### src/rtl/imem_loader.sv
// rtl/imem_loader.sv - byte-stream program loader that writes instruction memory, verifies by XOR read-back checksum, then releases the core
module imem_loader #(
    parameter int ADDR_W    = 10,
    parameter int MAX_WORDS = 256
) (
    input  logic              clk,
    input  logic              rst_n,
    input  logic              start,
    input  logic              byte_valid,
    input  logic [7:0]        byte_data,
    output logic              byte_ready,
    output logic              WE,
    output logic [ADDR_W-1:0] A,
    output logic [31:0]       WD,
    input  logic [31:0]       RD,
    output logic              busy,
    output logic              done,
    output logic              error,
    output logic              cpu_rst_n
);

    typedef enum logic [3:0] {
        S_IDLE,
        S_HDR_LO,
        S_HDR_HI,
        S_CHECK_LEN,
        S_COLLECT,
        S_WRITE,
        S_VERIFY_ADDR,
        S_VERIFY_SAMPLE,
        S_DONE,
        S_ERROR
    } state_t;

    state_t      state, state_next;
    logic [15:0] n;
    logic [8:0]  idx;
    logic [8:0]  idx_inc;
    logic [1:0]  bidx;
    logic [23:0] part;
    logic [31:0] wsum;
    logic [31:0] rsum;
    logic        hs;
    logic        start_ok;
    logic        last_word;

    assign start_ok  = start && (state == S_IDLE || state == S_DONE || state == S_ERROR);
    assign hs        = byte_valid && byte_ready;
    assign idx_inc   = idx + 9'd1;
    // idx_inc == N means idx addresses the final word of the program
    assign last_word = ({7'd0, idx_inc} == n);

    always_ff @(posedge clk or negedge rst_n) begin
        if (!rst_n) begin
            state <= S_IDLE;
        end else begin
            state <= state_next;
        end
    end

    always_comb begin
        state_next = state;
        case (state)
            S_IDLE, S_DONE, S_ERROR: if (start) state_next = S_HDR_LO;
            S_HDR_LO:        if (hs) state_next = S_HDR_HI;
            S_HDR_HI:        if (hs) state_next = S_CHECK_LEN;
            S_CHECK_LEN: begin
                if (n == 16'd0)                  state_next = S_DONE;
                else if (n > 16'(MAX_WORDS))     state_next = S_ERROR;
                else                             state_next = S_COLLECT;
            end
            S_COLLECT:       if (hs && bidx == 2'd3) state_next = S_WRITE;
            S_WRITE:         state_next = last_word ? S_VERIFY_ADDR : S_COLLECT;
            S_VERIFY_ADDR:   state_next = S_VERIFY_SAMPLE;
            S_VERIFY_SAMPLE: begin
                if (!last_word)                  state_next = S_VERIFY_ADDR;
                else if ((rsum ^ RD) == wsum)    state_next = S_DONE;
                else                             state_next = S_ERROR;
            end
            default:         state_next = S_IDLE;
        endcase
    end

    always_comb begin
        byte_ready = (state == S_HDR_LO) || (state == S_HDR_HI) || (state == S_COLLECT);
        WE         = (state == S_WRITE);
        busy       = !(state == S_IDLE || state == S_DONE || state == S_ERROR);
        done       = (state == S_DONE);
        error      = (state == S_ERROR);
        cpu_rst_n  = (state == S_DONE);
    end

    // A and WD are registered one cycle ahead so they are stable for the whole WRITE/VERIFY_ADDR cycle
    always_ff @(posedge clk or negedge rst_n) begin
        if (!rst_n) begin
            n    <= '0;
            idx  <= '0;
            bidx <= '0;
            part <= '0;
            wsum <= '0;
            rsum <= '0;
            A    <= '0;
            WD   <= '0;
        end else if (start_ok) begin
            n    <= '0;
            idx  <= '0;
            bidx <= '0;
            wsum <= '0;
            rsum <= '0;
        end else begin
            case (state)
                S_HDR_LO: if (hs) n[7:0]  <= byte_data;
                S_HDR_HI: if (hs) n[15:8] <= byte_data;
                S_COLLECT: begin
                    if (hs) begin
                        bidx <= bidx + 2'd1;
                        case (bidx)
                            2'd0: part[7:0]   <= byte_data;
                            2'd1: part[15:8]  <= byte_data;
                            2'd2: part[23:16] <= byte_data;
                            default: begin
                                WD <= {byte_data, part};
                                A  <= ADDR_W'({idx, 2'b00});
                            end
                        endcase
                    end
                end
                S_WRITE: begin
                    wsum <= wsum ^ WD;
                    if (last_word) begin
                        idx <= '0;
                        A   <= '0;
                    end else begin
                        idx <= idx_inc;
                    end
                end
                S_VERIFY_SAMPLE: begin
                    rsum <= rsum ^ RD;
                    if (!last_word) begin
                        idx <= idx_inc;
                        A   <= ADDR_W'({idx_inc, 2'b00});
                    end
                end
                default: ;
            endcase
        end
    end

endmodule

### config.mk
export PLATFORM = sky130hd
export DESIGN_NAME = imem_loader
export DESIGN_NICKNAME = d
export VERILOG_FILES = /design/src/rtl/imem_loader.sv
export SDC_FILE = /design/constraint.sdc
export NUM_CORES = 1
export LEC_CHECK = 0
export BUFFER_PORTS_ARGS = -buffer_cell sky130_fd_sc_hd__buf_2
export CAP_MARGIN = 25
export CORE_MARGIN = 3
export CORE_UTILIZATION = 59
export CTS_CLUSTER_SIZE = 20
export DETAILED_ROUTE_END_ITERATION = 16
export PLACE_DENSITY = 0.78
export SYNTH_ARGS = -nofsm -noshare
export SYNTH_HDL_FRONTEND = slang
export SYNTH_SLANG_ARGS = --single-unit
export TNS_END_PERCENT = 1
### constraint.sdc
create_clock -name clk -period 2.89 [get_ports clk]
set_input_delay 0.1445 -clock clk [delete_from_list [all_inputs] [get_ports clk]]
set_output_delay 0.1445 -clock clk [all_outputs]
set_load 0.02 [all_outputs]
## Word level (Yosys, flattened, before mapping)

Index checks and enable logic that the tools add are counted.

| cells by class | value |
|---|---|
| multiplexer cells | 30 |
| add/sub/neg operators | 2 |
| reduce and logical (&&, ||, !) cells | 31 |
| eq/ne operators | 23 |
| $lt $le $gt $ge | 1 |
| bitwise gates (word level) | 4 |

Operators with widths:

| cell | count |
|---|---|
| two-way mux 32 bit | 4 |
| XOR 32 bit | 2 |
| two-way mux 10 bit | 4 |
| equality test 32 bit | 1 |
| one-hot mux 4 bit (8 select lines) | 1 |
| one-hot mux 10 bit (3 select lines) | 1 |
| two-way mux 4 bit | 7 |
| two-way mux 9 bit | 3 |
| two-way mux 8 bit | 3 |
| AND reduction 4 bit | 5 |
| one-hot mux 9 bit (2 select lines) | 1 |
| equality test 4 x 3 -> 1 bit (second input constant) | 4 |
| equality test 9 x 16 -> 1 bit | 1 |
| > comparator 16 x 9 -> 1 bit (second input constant) | 1 |
| logical NOT 16 bit | 1 |
| two-way mux 16 bit | 1 |
| inequality test 2 bit (second input constant) | 7 |
| nonzero test 2 bit | 6 |
| adder 9 x 1 -> 9 bit (second input constant) | 1 |
| equality test 4 x 2 -> 1 bit (second input constant) | 2 |
| equality test 4 bit (second input constant) | 2 |
| two-way mux 2 bit | 4 |
| AND reduction 2 bit | 4 |
| AND reduction 6 bit | 1 |
| other kinds (15) | 24 |

| storage, ports and cells | value |
|---|---|
| output and inout port bits | 48 |
| flip-flop bits (word level) | 161 |
| input bits | 44 |

## Depth between registers and ports, before layout

| depth | value |
|---|---|
| depth in word-level cells | 7 |
| depth in mapped cells | 10 |
| mapped depth without buffers | 8 |

## Worst setup path before layout

Ideal clock, no wire load.

| path | value |
|---|---|
| path type | reg-to-reg |
| start point | register idx[0] |
| end point | register A[9] |
| slack | 265 ps |
| path buffers | 1 |
| period minus slack after synthesis | 2625 ps |
| library setup time | 126 ps |
| stages on the path, launching flop included | 10 |
| arrival time | 2499 ps |
| cell sequence | dfrtp_1 -> ha_1 -> and3_2 -> clkbuf_1 -> a31oi_1 -> a2111o_1 -> o41a_1 -> o21a_1 -> nand2b_4 -> a221o_1 |

| on the way | value |
|---|---|
| word-level cells in the longest chain between the ends | 4 |
| elaborated cells between the ends (all ways) | 7 |
| classes of those cells | add/sub: 1; eq/ne: 3; mux: 2; reduce/logical: 1 |

Ends and longest elaborated chain:

| element | line | RTL |
|---|---|---|
| start, declared | 37 | `logic [8:0] idx;` |
| start signal, assigned | 134 | `idx <= idx_inc;` |
| start signal, assigned | 140 | `idx <= idx_inc;` |
| adder 9 x 1 -> 9 bit (*) | 49 | `assign idx_inc = idx + 9'd1;` |
| equality test 9 x 16 -> 1 bit | 51 | `assign last_word = ({7'd0, idx_inc} == n);` |
| inequality test 2 bit (no source line) or inequality test 2 x 1 -> 1 bit (tied branches) | -- |  |
| AND reduction 6 bit (no source line) | -- |  |
| end signal, assigned | 123 | `A <= ADDR_W'({idx, 2'b00});` |
| end signal, assigned | 141 | `A <= ADDR_W'({idx_inc, 2'b00});` |
| end, declared | 13 | `output logic [ADDR_W-1:0] A,` |

Mark *: on every way between the ends. The rest lies on a longest branch, timed or not. The select of a mux whose other input is x is not followed.
A chain may end at the register's enable or synchronous reset.

## Worst setup path in the final report

| path | value |
|---|---|
| start point | register idx[0] |
| end point | register A[5] |

The elaborated chain is that of the path after synthesis.

==> reports/metrics.yaml <==
dp_hpwl_mm: 13.9
powerDensity_mw_per_mm2: 894
antenna_left: 0
final_area_sq_mm: 0.00936
drc: 0
yosys_most_used_dff: "dfrtp_1"
cap_violations: 0
fmax_ghz: 0.352
slew_viol_final: 0
whs_path_depth: 3
ctsLongestPathBuffers: 2
ys_seq_area_share_pct: 50.1
clock_latency_ns: 0.43
startpoint_type: "register"
synth.distinct_cells: 62
vias_per_cell: 5.78
async_flop_share_pct: 100
die_x_microns: 122
power_mw: 8.37
synth_area_sq_mm: 0.00794
synth_commonest_cells: "179 x nand2_1, 159 x dfrtp_1, 100 x nor2_1"
holdCritPathClass: "in2reg"
cp.arrival_ns: 3.15
fillCellCount: 916
hold_viol: 0
syn_to_final_growth_pct: 17.9
core_sq_mm: 0.0129
htreeDepth: 4
dpl_cell_area_sq_mm: 0.00861
portBuffers: 89
cts_buffers: 17
antenna_found_initial: 0
status: "complete, no violations"
cts_tree: "done"
wl_per_cell_microns: 19.0
grt_max_degree: 79
diodes: 0
overflow: 0
finalClockSkew_ns: 0.00895
ys_ff_latch: 159
period_needed_ns: 2.84
slew_headroom_pct: 53.9
setup_ws_ns: 0.0484
initial_core_util_pct: 61.6
synth_top_area_share_pct: 50.1
fin_util_pct: 72.7
rsz0062_at_grt: "true"
vias: 6277
finalSetupViolCount: 0
drt-total-wl_mm: 20.7
chipHeight_microns: 122
grtUsageTotal_pct: 29.2
reg2regPathDepth: 9
syn_area_per_cell_sq_um: 9.82
layout.nets: 951
first_pass_iters: 5
p_leak_nw: 4.74
synth-edff-count: 0
grt_pass1_wl_mm: 33.3
detailedPlace.worstSlack_ns: -0.0208
critPathCaptureType: "register"
worst_slew_pin_slew_ns: 0.692
grt_pass1_vias: 6508
root_buffer: "clkbuf_16"
dieArea_sq_mm: 0.0149
ios: 92
synth_area_leader_cell: "dfrtp_1"
vdd_drop_max_mv: 0.513
clock_sinks: 159
cp_data_required_time_ns: 3.19
ys_top_cells_by_area: "dfrtp_1 50%, xor2_1 9.7%, nand2_1 8.5%, xnor2_1 6.3%, nor2_1 4.7%"
drive_above_1_share_pct: 20.7
synth_cells: 808
worstPathMaxFanout: 5
yosysWarnings: 0
rows: 41
criticalPathCategory: "reg2reg"
yosysMostFrequentCell: "nand2_1"
clk_pin_slew_ns: 0.06
drt_iter0_drc: 452
final.period_utilization_pct: 98.3
gp_congestion: 0.880
-- through the flow --
step                hold slack [ns]  cells  setup TNS [ns]
finish                       0.0497   1086               0
floorplan                    -0.151    809               0
CTS                          0.0356   1083               0
detailed placement            0.209   1049         -0.0208
global route                 0.0468   1086         -0.0415
global placement              0.195   1049               0
-- cells in the final DEF (no fill, tap or decap), drive strengths merged, types with 11 or more instances in the layout --
cell type	n
mux2	25
clkbuf	20
o21ai	11
xor2	88
nor2	100
xnor2	57
inv	15
nand2	179
dfrtp	159
buf	113
nor4	13
mux2i	17
-- critical path: stages (launching register included) --
cell,delay [ns]
dfrtp_1,0.44
ha_1,0.27
xnor2_2,0.25
xnor2_1,0.10
a2111o_1,0.43
nor4_4,0.31
buf_4,0.18
o21ai_0,0.13
a31o_2,0.30
a221o_1,0.31
-- report_power, final --
| part | internal, mW | total (mW) | leakage (nW) | switching, mW |
|---|---|---|---|---|
| clock network | 1.65 | 2.58 | 0.327 | 0.929 |
| registers | 2.70 | 3.16 | 2.15 | 0.455 |
| logic | 1.07 | 2.62 | 2.26 | 1.55 |
-- per-layer routing --
layer	vias to the layer above	track usage (%)	routed length, microns
li1	2834	-	-
met1	3131	37.6	8480
met2	260	49.0	10500
met3	52	5.15	1190
met4	0	12.5	518
met5	-	0	0
-- state kept, by name (all words and copies together), names as in the netlist, 4 cells and up --
register	cells
WD	32
rsum	32
wsum	32
part	24
n	16
idx	9
A	8
state	4
-- kinds of logic (layout without fill, tap and decap cells) --
family                     Yosys count  count (layout)  synth area share (%)
adders and majority gates            6               6                 0.946
other                                1               2                0.0473
muxes                               42              42                  5.69
buffers and inverters               54             159                  2.93
DFF                                159             159                  50.1
AOI/OAI and AO/OA                   63              63                  6.09
and+or+nand+nor                    338             338                  18.1
xor gates and xnor gates           145             145                  16.0
-- final cells by class --
class | instances | area, sq um | area share, %
clock buffers | 20 | 447 | 4.77
repair buffers | 115 | 664 | 7.10
multi-input cells | 596 | 3780 | 40.4
flip-flops and latches | 159 | 3980 | 42.5
inverters | 12 | 45.0 | 0.481
well taps | 172 | 215 | 2.30
clock inverters | 12 | 230 | 2.46
-- worst paths after layout --
path | startpoint | to | slack, ns
max | idx[0]$_DFFE_PN0P_ | A[5]$_DFFE_PN0P_ | 0.05
max reg2reg | idx[0]$_DFFE_PN0P_ | A[5]$_DFFE_PN0P_ | 0.05
min | byte_data[6] | WD[30]$_DFFE_PN0P_ | 0.05
min in group asynchronous | rst_n | wsum[17]$_DFFE_PN0P_ | 0.29
max in group asynchronous | rst_n | state[1]$_DFFE_PN0P_ | 1.66
min reg2reg | part[4]$_DFFE_PN0P_ | WD[4]$_DFFE_PN0P_ | 0.47
-- repair_timing --
item / in CTS / in global routing
gates resized for setup: 2 / 6
endpoints found under the hold margin: 76 / 0
hold buffers: 2 / 0
setup buffers: 0 / 3
pin swaps: 0 / 1
endpoints found under the setup margin: 2 / 11
No activity file was read; power rests on OpenSTA's default activity.
